**src/rtl/mem_burst_ctrl.sv**
```systemverilog
// mem_burst_ctrl: one-command-at-a-time burst controller in front of a
// 32 x 32-bit single-port memory. Write bursts stream straight through to
// the memory. Read bursts are issued ahead of the consumer and land in a
// small FIFO that absorbs the memory's 1-cycle read latency.
module mem_burst_ctrl #(
    parameter int AW = 5,
    parameter int DW = 32,
    parameter int LW = 5
) (
    input  logic          clk,
    input  logic          rst,
    // command channel
    input  logic          cmd_valid,
    output logic          cmd_ready,
    input  logic          cmd_write,
    input  logic [AW-1:0] cmd_addr,
    input  logic [LW-1:0] cmd_len,
    // write-beat stream
    input  logic          wr_valid,
    output logic          wr_ready,
    input  logic [DW-1:0] wr_data,
    // read-beat stream
    output logic          rd_valid,
    input  logic          rd_ready,
    output logic [DW-1:0] rd_data,
    // status
    output logic          busy,
    // memory side
    output logic          mem_wd_en,
    output logic          mem_rd_en,
    output logic [AW-1:0] mem_addr,
    output logic [DW-1:0] mem_din,
    input  logic [DW-1:0] mem_dout
);

    typedef enum logic [1:0] {
        S_IDLE  = 2'd0,
        S_WRITE = 2'd1,
        S_READ  = 2'd2,
        S_DRAIN = 2'd3
    } state_t;

    state_t        state_q, state_d;
    logic [AW-1:0] addr_q, addr_d;
    logic [LW-1:0] rem_q, rem_d;
    logic          pend_q, pend_d;

    // read buffer: 4 entries, pointer pair plus explicit occupancy
    logic [DW-1:0] buf_q [4];
    logic [1:0]    wptr_q, wptr_d;
    logic [1:0]    rptr_q, rptr_d;
    logic [2:0]    cnt_q, cnt_d;

    logic          issue;
    logic          room;
    logic          push;
    logic          pop;

    // Data requested last cycle is on mem_dout now; it enters the buffer at
    // the end of this cycle. A pop needs a non-empty buffer at cycle start.
    assign push     = pend_q;
    assign pop      = (cnt_q != 3'd0) && rd_ready && !rst;
    // Issue only if everything buffered or in flight, plus this issue, fits
    // in three slots; this keeps the 4-entry buffer from ever overflowing.
    assign room     = (cnt_q + {2'b00, pend_q}) <= 3'd2;

    assign rd_valid = (cnt_q != 3'd0) && !rst;
    assign rd_data  = buf_q[rptr_q];
    assign busy     = (state_q != S_IDLE) && !rst;

    // Buffer occupancy and pointer bookkeeping
    always_comb begin
        cnt_d  = cnt_q + {2'b00, push} - {2'b00, pop};
        wptr_d = push ? wptr_q + 2'd1 : wptr_q;
        rptr_d = pop  ? rptr_q + 2'd1 : rptr_q;
        pend_d = issue;
    end

    // Next-state, counters and memory/handshake outputs
    always_comb begin
        state_d   = state_q;
        addr_d    = addr_q;
        rem_d     = rem_q;
        issue     = 1'b0;
        cmd_ready = 1'b0;
        wr_ready  = 1'b0;
        mem_wd_en = 1'b0;
        mem_rd_en = 1'b0;
        mem_addr  = '0;
        mem_din   = '0;
        case (state_q)
            S_IDLE: begin
                cmd_ready = !rst;
                if (cmd_valid && !rst) begin
                    addr_d  = cmd_addr;
                    rem_d   = cmd_len;
                    state_d = cmd_write ? S_WRITE : S_READ;
                end
            end
            S_WRITE: begin
                wr_ready = 1'b1;
                mem_addr = addr_q;
                mem_din  = wr_data;
                if (wr_valid) begin
                    mem_wd_en = 1'b1;
                    addr_d    = addr_q + 1'b1;
                    rem_d     = rem_q - 1'b1;
                    if (rem_q == '0) state_d = S_IDLE;
                end
            end
            S_READ: begin
                if (room) begin
                    issue     = 1'b1;
                    mem_rd_en = 1'b1;
                    mem_addr  = addr_q;
                    addr_d    = addr_q + 1'b1;
                    rem_d     = rem_q - 1'b1;
                    if (rem_q == '0) state_d = S_DRAIN;
                end
            end
            S_DRAIN: begin
                // leave once the final in-flight beat has landed and been popped
                if (!pend_q && (cnt_d == 3'd0)) state_d = S_IDLE;
            end
            default: state_d = S_IDLE;
        endcase
    end

    // Control state register; reset discards everything in flight
    always_ff @(posedge clk or posedge rst) begin
        if (rst) begin
            state_q <= S_IDLE;
            addr_q  <= '0;
            rem_q   <= '0;
            pend_q  <= 1'b0;
            cnt_q   <= 3'd0;
            wptr_q  <= 2'd0;
            rptr_q  <= 2'd0;
        end else begin
            state_q <= state_d;
            addr_q  <= addr_d;
            rem_q   <= rem_d;
            pend_q  <= pend_d;
            cnt_q   <= cnt_d;
            wptr_q  <= wptr_d;
            rptr_q  <= rptr_d;
        end
    end

    // Buffer storage; validity is tracked by cnt_q so no reset is needed
    always_ff @(posedge clk) begin
        if (push) buf_q[wptr_q] <= mem_dout;
    end

endmodule

```
**config.mk**
```make
export PLATFORM = sky130hd
export DESIGN_NAME = mem_burst_ctrl
export DESIGN_NICKNAME = d
export VERILOG_FILES = /design/src/rtl/mem_burst_ctrl.sv
export SDC_FILE = /design/constraint.sdc
export NUM_CORES = 1
export LEC_CHECK = 0
export CORE_MARGIN = 4
export CORE_UTILIZATION = 30
export DETAILED_ROUTE_END_ITERATION = 8
export SYNTH_ARGS = -nofsm -noshare
export SYNTH_HDL_FRONTEND = slang
export SYNTH_SLANG_ARGS = --single-unit
```
**constraint.sdc**
```tcl
create_clock -name clk -period 6.9 [get_ports clk]
set_clock_uncertainty 0.2 [all_clocks]
set_input_delay 1.38 -clock clk [delete_from_list [all_inputs] [get_ports clk]]
set_output_delay 1.38 -clock clk [all_outputs]
set_load 0.02 [all_outputs]
```
==> impl_metrics.tcl, run 1 <==
set metrics [dict create \
    status "finished clean" \
    wl_per_cell_um 16.7 \
    vias_per_cell 4.53 \
    grt_max_degree 38 \
    grt_setup_unrepaired "false" \
    die_w_um 152 \
    p_per_area_mw_per_mm2 411 \
    tightest_slew_ns 0.931 \
    io_buffers 154 \
    maxSlewViolCount 0 \
    dieHeight_um 152 \
    vias 3570 \
    synth_common_cells "edfxtp_1, and2_1, mux4_2" \
    hold_path_end "rem_q[1]" \
    clk_latency_ns 0.41 \
    start_util_pct 30.6 \
    synth_enable_flop_cells 128 \
    cp_cell_sequence "ha_1 -> ha_1 -> and2_1 -> nor3b_1 -> o21a_1 -> and2_1 -> clkdlybuf4s50_1" \
    setup_viol 0 \
    critPathTopFamily "simple AND/OR/NAND/NOR gates" \
    path_clk_slew_ns 0.06 \
    critPathCaptureType "output pin" \
    hold_start "rem_q[1]" \
    startpoint_type "flip-flop" \
    cts_made_buffers 17 \
    cp.arrival_ns 3.08 \
    clock.fmax_mhz 215 \
    finalSetupTns_ns 0 \
    worstPathMaxFanout 9 \
    fill_cells 1793 \
    slowest_stage "clkdlybuf4s50_1" \
    critical_path_class "reg2out" \
    gp_congestion 0.815 \
    r2r_start "cnt_q[1]" \
    synth.avg_cell_area_um2 17.8 \
    crit_path_start "pend_q" \
    rows 52 \
    grtUsageTotal_pct 11.8 \
    synth.largest_area_cell "edfxtp_1" \
    grt_pass1_vias 3958 \
    htreeDepth 4 \
    dieArea_mm2 0.0230 \
    required_ns 5.32 \
    hold_path.class "reg2reg" \
    min_period_ns 4.66 \
    max-slew-margin-rel_pct 38.0 \
    post-route-util_pct 42.2 \
    synth_ff_type "edfxtp_1" \
    p_leak_nw 2.93 \
    ys_ff_latch 148 \
    io_pins 155 \
    grt_pass1_wl_mm 20.2 \
    yosysMostFrequentCell "edfxtp_1" \
    r2r_slack_ns 4.30 \
    drv_cap 0 \
    yosysUniqueCellTypes 38 \
    postCtsSetupBuffers 0 \
    synthToLayoutAreaGrowth_pct 38.0 \
    drc_errors 0 \
    antenna_found_initial 0 \
    stdcell_count 788 \
    grt.overflow.total 0 \
    synth_fp_nets 443 \
    reg2regPathDepth 9 \
    yosysWarnings 0 \
    core_area_mm2 0.0202 \
    seq_area_frac_synth_pct 70.2 \
    antennaDiodeCount 0 \
    clock-root-buffer "clkbuf_16" \
    tritoncts "done" \
    holdPathStages 2 \
    syn_inst 348 \
    netlist_area_mm2 0.00619 \
    fin_crit_sh_pct 67.5 \
    drtPass1Iterations 4 \
    rr_endpoint "state_q[0]" \
    finalNetCount 602 \
    hold_viol 0 \
    drtIter0Drc 182 \
    wirelength_mm 13.1 \
    drtAntennaViolNets 0 \
    synthArstFlopShare_pct 13.5 \
    netlist_top_cells_area "edfxtp_1, mux4_2, dfrtp_1" \
    cp_slowest_stage_delay_ns 0.61 \
    yosysTopAreaCellShare_pct 62.1 \
    hpwl_mm 8.85 \
    layout-drive-gt1-share_pct 13.7 \
    holdBufCountCts 0 \
    clk_path_buf_depth 2 \
    dp_cells 758 \
    numClockSinks 148 \
    critPathBufInv 1 \
    vdd_drop_max_uv 199 \
    cts_resized 0 \
]
## placed cells by master, fill, tap and decap left out, types with 3 or more instances in the layout
| master | count |
|---|---|
| clkdlybuf4s50_1 | 154 |
| edfxtp_1 | 128 |
| and2_1 | 40 |
| mux4_2 | 32 |
| dfrtp_1 | 18 |
| clkbuf_16 | 17 |
| ha_1 | 15 |
| inv_1 | 14 |
| o21ai_0 | 12 |
| nand2_1 | 11 |
| nor2_1 | 9 |
| clkinv_1 | 5 |
| nand3_1 | 4 |
| and2_2 | 4 |
| nor3_1 | 3 |
| nand2b_1 | 3 |
| nor2b_1 | 3 |
| nand4_1 | 3 |
| o22a_1 | 3 |
| clkinv_2 | 3 |
## where the power goes
group          internal (mW)  switching, mW  total [mW]  leakage [nW]
combinational          0.717          0.720        1.44          1.29
clock                  0.485          0.328       0.813         0.254
sequential              1.12          0.137        1.26          1.39
total                   2.32           1.18        3.51          2.93
## tightest hold or removal path: cells and delay by family (launching register included)
family | cells | cell delay [ns]
DFF | 1 | 0.37
AOI/OAI and AO/OA | 1 | 0.07
and+or+nand+nor | 1 | 0.05
## state kept, by name (all words and copies together) (netlist names)
signal,count
rem_q,5
rptr_q,2
buf_q,128
wptr_q,2
state_q,2
pend_q,1
addr_q,5
cnt_q,3
## layout make-up
type	count	area [µm²]	area share [%]
Sequential cell	148	4350	50.9
Multi-Input combinational cell	171	1730	20.3
Tap cell	270	338	3.96
Inverter	14	52.6	0.616
Clock buffer	18	429	5.03
Timing Repair Buffer	155	1550	18.1
Clock inverter	12	88.8	1.04
## per-layer routing
layer	GRT usage (%)	wire [µm]	vias up	share of wire, %
met5	0	0	-	0
met4	3.23	87	0	0.66
met3	4.82	1100	11	8.4
met2	19.4	6390	137	49
met1	14.4	5540	1766	42
li1	-	-	1656	-
## how the worst max path moves through the flow
stage | end | depth (start not counted)
after floorplan | mem_addr[0] | 6
after global placement | busy | 3
after detailed placement | busy | 3
after CTS | mem_addr[3] | 7
after global routing | mem_addr[3] | 7
final | mem_addr[3] | 7
## logic make-up after synthesis
group / synth area share (%)
compound gates: 3.84
xor+xnor: 0.951
fa+ha+maj: 3.03
simple gates: 7.77
flops: 70.2
mux: 12.3
buf+inv: 1.86
## stage by stage
stage | cell area [µm²] | worst slack, ns | power, mW | hold WS (ns)
after global routing | 8540 | 2.03 | 3.73 | 0.356
after CTS | 8540 | 2.18 | 3.57 | 0.326
after detailed placement | 8020 | 2.49 | 2.74 | 0.314
after global placement | 8020 | 2.49 | 2.71 | 0.299
after floorplan | 6190 | 3.12 | 2.15 | 0.269
final | 8540 | 2.24 | 3.51 | 0.323
Note: power is estimated with default switching activity, not from simulation.
==> run 2, diff against run 1 <==
Clock period 6.9 ns to 3.8 ns, I/O delays scaled along.
==> run 2 against run 1 <==
- via count up 1.1%
- cell area up 1.6%
- highest routed layer unchanged
- worst hold slack better by 0.0045 ns
- global-route usage up 0.34 points
- largest power group unchanged
- die area unchanged
- flip-flop and latch count unchanged
- setup slack worse by 1.8 ns
- non-clock buffer count up 5
- sequential share of layout area down 0.79 points
- critical endpoint is now mem_rd_en
- largest cell class unchanged
==> impl_metrics.tcl, run 2 (synthesis gave the netlist of run 1 again) <==
set metrics [dict create \
    critPathCaptureType "output pin" \
    path_clk_slew_ns 0.06 \
    holdBufCountCts 0 \
    min_period_ns 3.38 \
    drtPass1Iterations 4 \
    antenna_found_initial 0 \
    drv_cap 0 \
    clock-root-buffer "clkbuf_16" \
    dp_slack_ns 0.384 \
    required_ns 2.84 \
    hold_viol 0 \
    layout-drive-gt1-share_pct 16.0 \
    max-slew-margin-rel_pct 38.8 \
    fin_ws_ns 0.416 \
    hpwl_mm 9.04 \
    status "finished clean" \
    dieArea_mm2 0.0230 \
    worstPathMaxFanout 3 \
    clk_latency_ns 0.42 \
    antennaDiodeCount 0 \
    vias_per_cell 4.54 \
    setup_viol 0 \
    grt_setup_unrepaired "false" \
    mostFrequentLayoutCell "clkdlybuf4s50_1" \
    startpoint_type "flip-flop" \
    grt.overflow.total 0 \
    cts_made_buffers 17 \
    io_buffers 154 \
    tightest_slew_ns 0.918 \
    drtIter0Drc 226 \
    start_util_pct 30.6 \
    grt_max_degree 38 \
    cts_resized 1 \
    vias 3608 \
    die_w_um 152 \
    layout_common_cells "clkdlybuf4s50_1, edfxtp_1, and2_1" \
    io_pins 155 \
    numClockSinks 148 \
    fin_crit_sh_pct 89.1 \
    core_area_mm2 0.0202 \
    grtUsageTotal_pct 12.1 \
    postCtsSetupBuffers 0 \
    drc_errors 0 \
    tritoncts "done" \
    grt_pass1_wl_mm 20.7 \
    top_regs "buf_q (128), addr_q (5), rem_q (5)" \
    largest_reg_flops 128 \
    p_total_mw 6.58 \
    gp_congestion 0.824 \
    clock.fmax_mhz 296 \
    post-route-util_pct 42.9 \
    rows 52 \
    p_leak_nw 3.08 \
    grt_pass1_vias 3926 \
    p_per_area_mw_per_mm2 759 \
    maxSlewViolCount 0 \
    cp.arrival_ns 2.42 \
    drtAntennaViolNets 0 \
    wl_per_cell_um 16.8 \
    wirelength_mm 13.4 \
    finalSetupTns_ns 0 \
    synthToLayoutAreaGrowth_pct 40.2 \
    hold_path.class "reg2reg" \
    dieHeight_um 152 \
    critical_path_class "reg2out" \
    regMostFlops "buf_q" \
    clk_path_buf_depth 2 \
    htreeDepth 4 \
    vdd_drop_max_uv 379 \
    finalNetCount 607 \
]
run 2: cell types whose count changed in the layout (fill, tap and decap cells not counted):
| cell | delta |
|---|---|
| buf_12 | +1 |
| buf_4 | +4 |
| bufinv_16 | +1 |
| clkdlybuf4s50_1 | -5 |
| clkinv_1 | -5 |
| clkinv_4 | +2 |
| clkinvlp_4 | +2 |
| dlymetal6s2s_1 | +5 |
| inv_6 | +2 |
| nor3b_1 | -1 |
| nor3b_4 | +1 |
run 2: critical path: stages (launching register included):
cell and delay [ns]:
dfrtp_1 0.38, ha_1 0.20, ha_1 0.28, and2_1 0.21, nor3b_4 0.28, clkdlybuf4s50_1 0.66
run 2: area by class of cell:
cell class,count,area [µm²]
fillers,1779,11600
flip-flops and latches,148,4350
multi-input cells,171,1740
repair buffers,160,1610
clock buffers,18,429
well taps,270,338
clock inverters,14,150
inverters,14,52.6
run 2: path summary, 6_finish.rpt:
path	cells after the start	end	from	slack, ns
setup / recovery	5	mem_rd_en	pend_q	0.42
setup reg to reg	9	state_q[1]	cnt_q[1]	1.28
hold / removal	2	rem_q[1]	rem_q[1]	0.33
min in group asynchronous	2	state_q[1]	rst	0.77
hold reg to reg	2	rem_q[1]	rem_q[1]	0.33
max in group asynchronous	2	rptr_q[0]	rst	2.07
run 2: through the flow:
step / hold slack (ns) / instances / cell area (µm²)
after floorplan: 0.269 / 348 / 6190
after global placement: 0.302 / 763 / 8070
after detailed placement: 0.320 / 763 / 8070
after CTS: 0.334 / 795 / 8650
after global routing: 0.353 / 795 / 8670
final: 0.328 / 795 / 8670
run 2: layer usage:
metal,routed length [µm],up-vias,GRT usage (%),part of all wire (%)
li1,-,1668,-,-
met1,5340,1771,14.1,40
met2,6580,153,20.2,49
met3,1280,16,5.29,9.6
met4,166,0,3.91,1.2
met5,0,-,0,0
run 2: report_power, final:
part	internal (mW)	switching [mW]	total [mW]	leakage, nW
Combinational	1.34	1.43	2.77	1.41
Clock	0.971	0.653	1.62	0.277
Sequential	2.03	0.160	2.19	1.39
==> run 3, diff against run 2 <==
Settings changed: CORE_MARGIN 4 to 10, MAX_ROUTING_LAYER set to met4.
==> run 3 against run 2 <==
- clock power up 6%
- global-route usage shrank 0.81 points
- combinational power barely moved
- worst hold slack got worse by 0.011 ns
- setup slack worse by 0.22 ns
- count of clock-buffer cells in the layout shrank 1
- cell area is 0.12% lower
- flip-flop and latch count unchanged
- sequential power is essentially flat
- highest routed layer unchanged
==> impl_metrics.tcl, run 3 (synthesis gave the netlist of run 1 again) <==
set metrics [dict create \
    status "finished clean" \
    rows 52 \
    gp_congestion 0.731 \
    wl_per_cell_um 18.2 \
    drc_errors 0 \
    finalNetCount 607 \
    drtIter0Drc 142 \
    stdcell_count 794 \
    hold_viol 0 \
    grt.overflow.total 0 \
    clk_path_buf_depth 2 \
    comb_power_share_pct 41.9 \
    htreeDepth 4 \
    cp_cell_sequence "ha_1 -> ha_1 -> and2_1 -> nor3b_4 -> o21a_1 -> and2_1 -> dlygate4sd2_1" \
    antenna_found_initial 0 \
    p_leak_nw 3.02 \
    vias_per_cell 4.51 \
    grtUsageTotal_pct 11.3 \
    wirelength_mm 14.4 \
    wl_met2_mm 7.41 \
    min_period_ns 3.60 \
    rr_endpoint "rem_q[4]" \
    clock.fmax_mhz 278 \
    hold_path.class "reg2reg" \
    startpoint_type "flip-flop" \
    p_total_mw 6.66 \
    p_clk_share_pct 25.6 \
    clk_latency_ns 0.42 \
    critical_path_class "reg2out" \
    layout_common_cells "clkdlybuf4s50_1, edfxtp_1, and2_1" \
    finalSetupTns_ns 0 \
    placed_cell_area_mm2 0.00806 \
    tritoncts "done" \
    r2r_start "pend_q" \
    drtAntennaViolNets 0 \
    antennaDiodeCount 0 \
    vias 3581 \
    synthToLayoutAreaGrowth_pct 40.0 \
    largest_reg_flops 128 \
    fin_crit_sh_pct 94.8 \
    grt_pass1_wl_mm 22.5 \
    power_frac_seq_pct 32.5 \
    start_util_pct 30.6 \
    p_switching_mw 2.28 \
    dp_cells 763 \
    setup_viol 0 \
    drtPass1Iterations 4 \
    reg2regPathDepth 7 \
    tightest_slew_ns 0.923 \
    critPathCaptureType "output pin" \
    required_ns 2.84 \
    vdd_drop_max_uv 436 \
    slowest_stage "dfrtp_1" \
    met1Wirelength_mm 6.02 \
    max-slew-margin-rel_pct 38.4 \
    dieArea_mm2 0.0268 \
    hpwl_mm 9.84 \
    p_per_area_mw_per_mm2 769 \
    maxSlewViolCount 0 \
    dieHeight_um 164 \
    cp_slowest_stage_delay_ns 0.47 \
    fin_ws_ns 0.198 \
    die_w_um 164 \
    mostFrequentLayoutCell "clkdlybuf4s50_1" \
    final_cell_area_mm2 0.00866 \
    route.met3.wl_um 873 \
    numClockSinks 148 \
    switching_share_pct 34.2 \
    clock-root-buffer "clkbuf_16" \
    top_layer "met4" \
    hold_start "rem_q[0]" \
    io_buffers 154 \
    drv_cap 0 \
    worstPathMaxFanout 9 \
    cp.arrival_ns 2.64 \
    dp_slack_ns 0.183 \
    grt_setup_unrepaired "false" \
    r2r_slack_ns 1.31 \
    grt_pass1_vias 4017 \
    core_area_mm2 0.0202 \
    path_clk_slew_ns 0.06 \
    top_regs "buf_q (128), addr_q (5), rem_q (5)" \
    io_pins 155 \
    layout-drive-gt1-share_pct 15.6 \
    hold_path_end "rem_q[0]" \
    grt_max_degree 38 \
    cts_made_buffers 17 \
    regMostFlops "buf_q" \
    internal_power_mw 4.39 \
    holdPathStages 1 \
]
## run 3: cell types whose count changed in the layout (fill, tap and decap cells not counted), sizes merged
cell          previous run  this run
dlygate4sd2              0         5
inv                     18        19
bufinv                   2         3
clkinvlp                 3         1
dlymetal6s2s             5         0
clkbuf                  18        17
## run 3: metal layers
| metal | global-route usage, % | vias to the layer above |
|---|---|---|
| li1 | - | 1674 |
| met1 | 12.8 | 1783 |
| met2 | 19.0 | 113 |
| met3 | 3.90 | 11 |
| met4 | 2.56 | 0 |
| met5 | - | - |
## run 3: final cells by class
class / instances / area [µm²]
clock inverter: 14 / 176
fill: 1810 / 11600
timing repair buffer: 160 / 1580
tap: 270 / 338
inverter: 14 / 52.6
sequential: 148 / 4350
multi-input combinational: 171 / 1740
clock buffer: 17 / 425
## run 3: metrics by stage
stage          util (%)  hold slack (ns)
6_report           42.8            0.316
5_1_grt            42.8            0.353
4_1_cts            42.8            0.309
3_5_place_dp       39.8            0.301
3_3_place_gp       39.8            0.303
2_1_floorplan         -            0.269
## run 3: worst max path at each step
stage,start,endpoint,depth (start not counted)
2_1_floorplan,pend_q,mem_addr[0],6
3_3_place_gp,pend_q,mem_addr[1],7
3_5_place_dp,pend_q,mem_addr[0],7
4_1_cts,pend_q,mem_addr[0],7
5_1_grt,pend_q,mem_addr[0],7
6_report,pend_q,mem_addr[0],7
## run 3: power groups by stage
stage	clock network, mW	registers (mW)	logic (mW)
6_report	1.71	2.16	2.79
5_1_grt	1.82	2.20	3.03
4_1_cts	1.75	2.17	2.86
3_5_place_dp	0	2.20	2.85
3_3_place_gp	0	2.18	2.80
2_1_floorplan	0	2.15	1.76
## run 3: worst max-delay path, delay by kind of cell, from the launching register on
kind | cells | cell delay [ns]
simple gates | 3 | 0.66
fa+ha+maj | 2 | 0.53
flops | 1 | 0.47
buf+inv | 1 | 0.35
compound gates | 1 | 0.21
## run 3: timing repair
action | CTS | global route
setup endpoints to repair | 5 | 0
resized for setup | 7 | 0
setup buffers | 0 | 0
hold buffers | 0 | 0
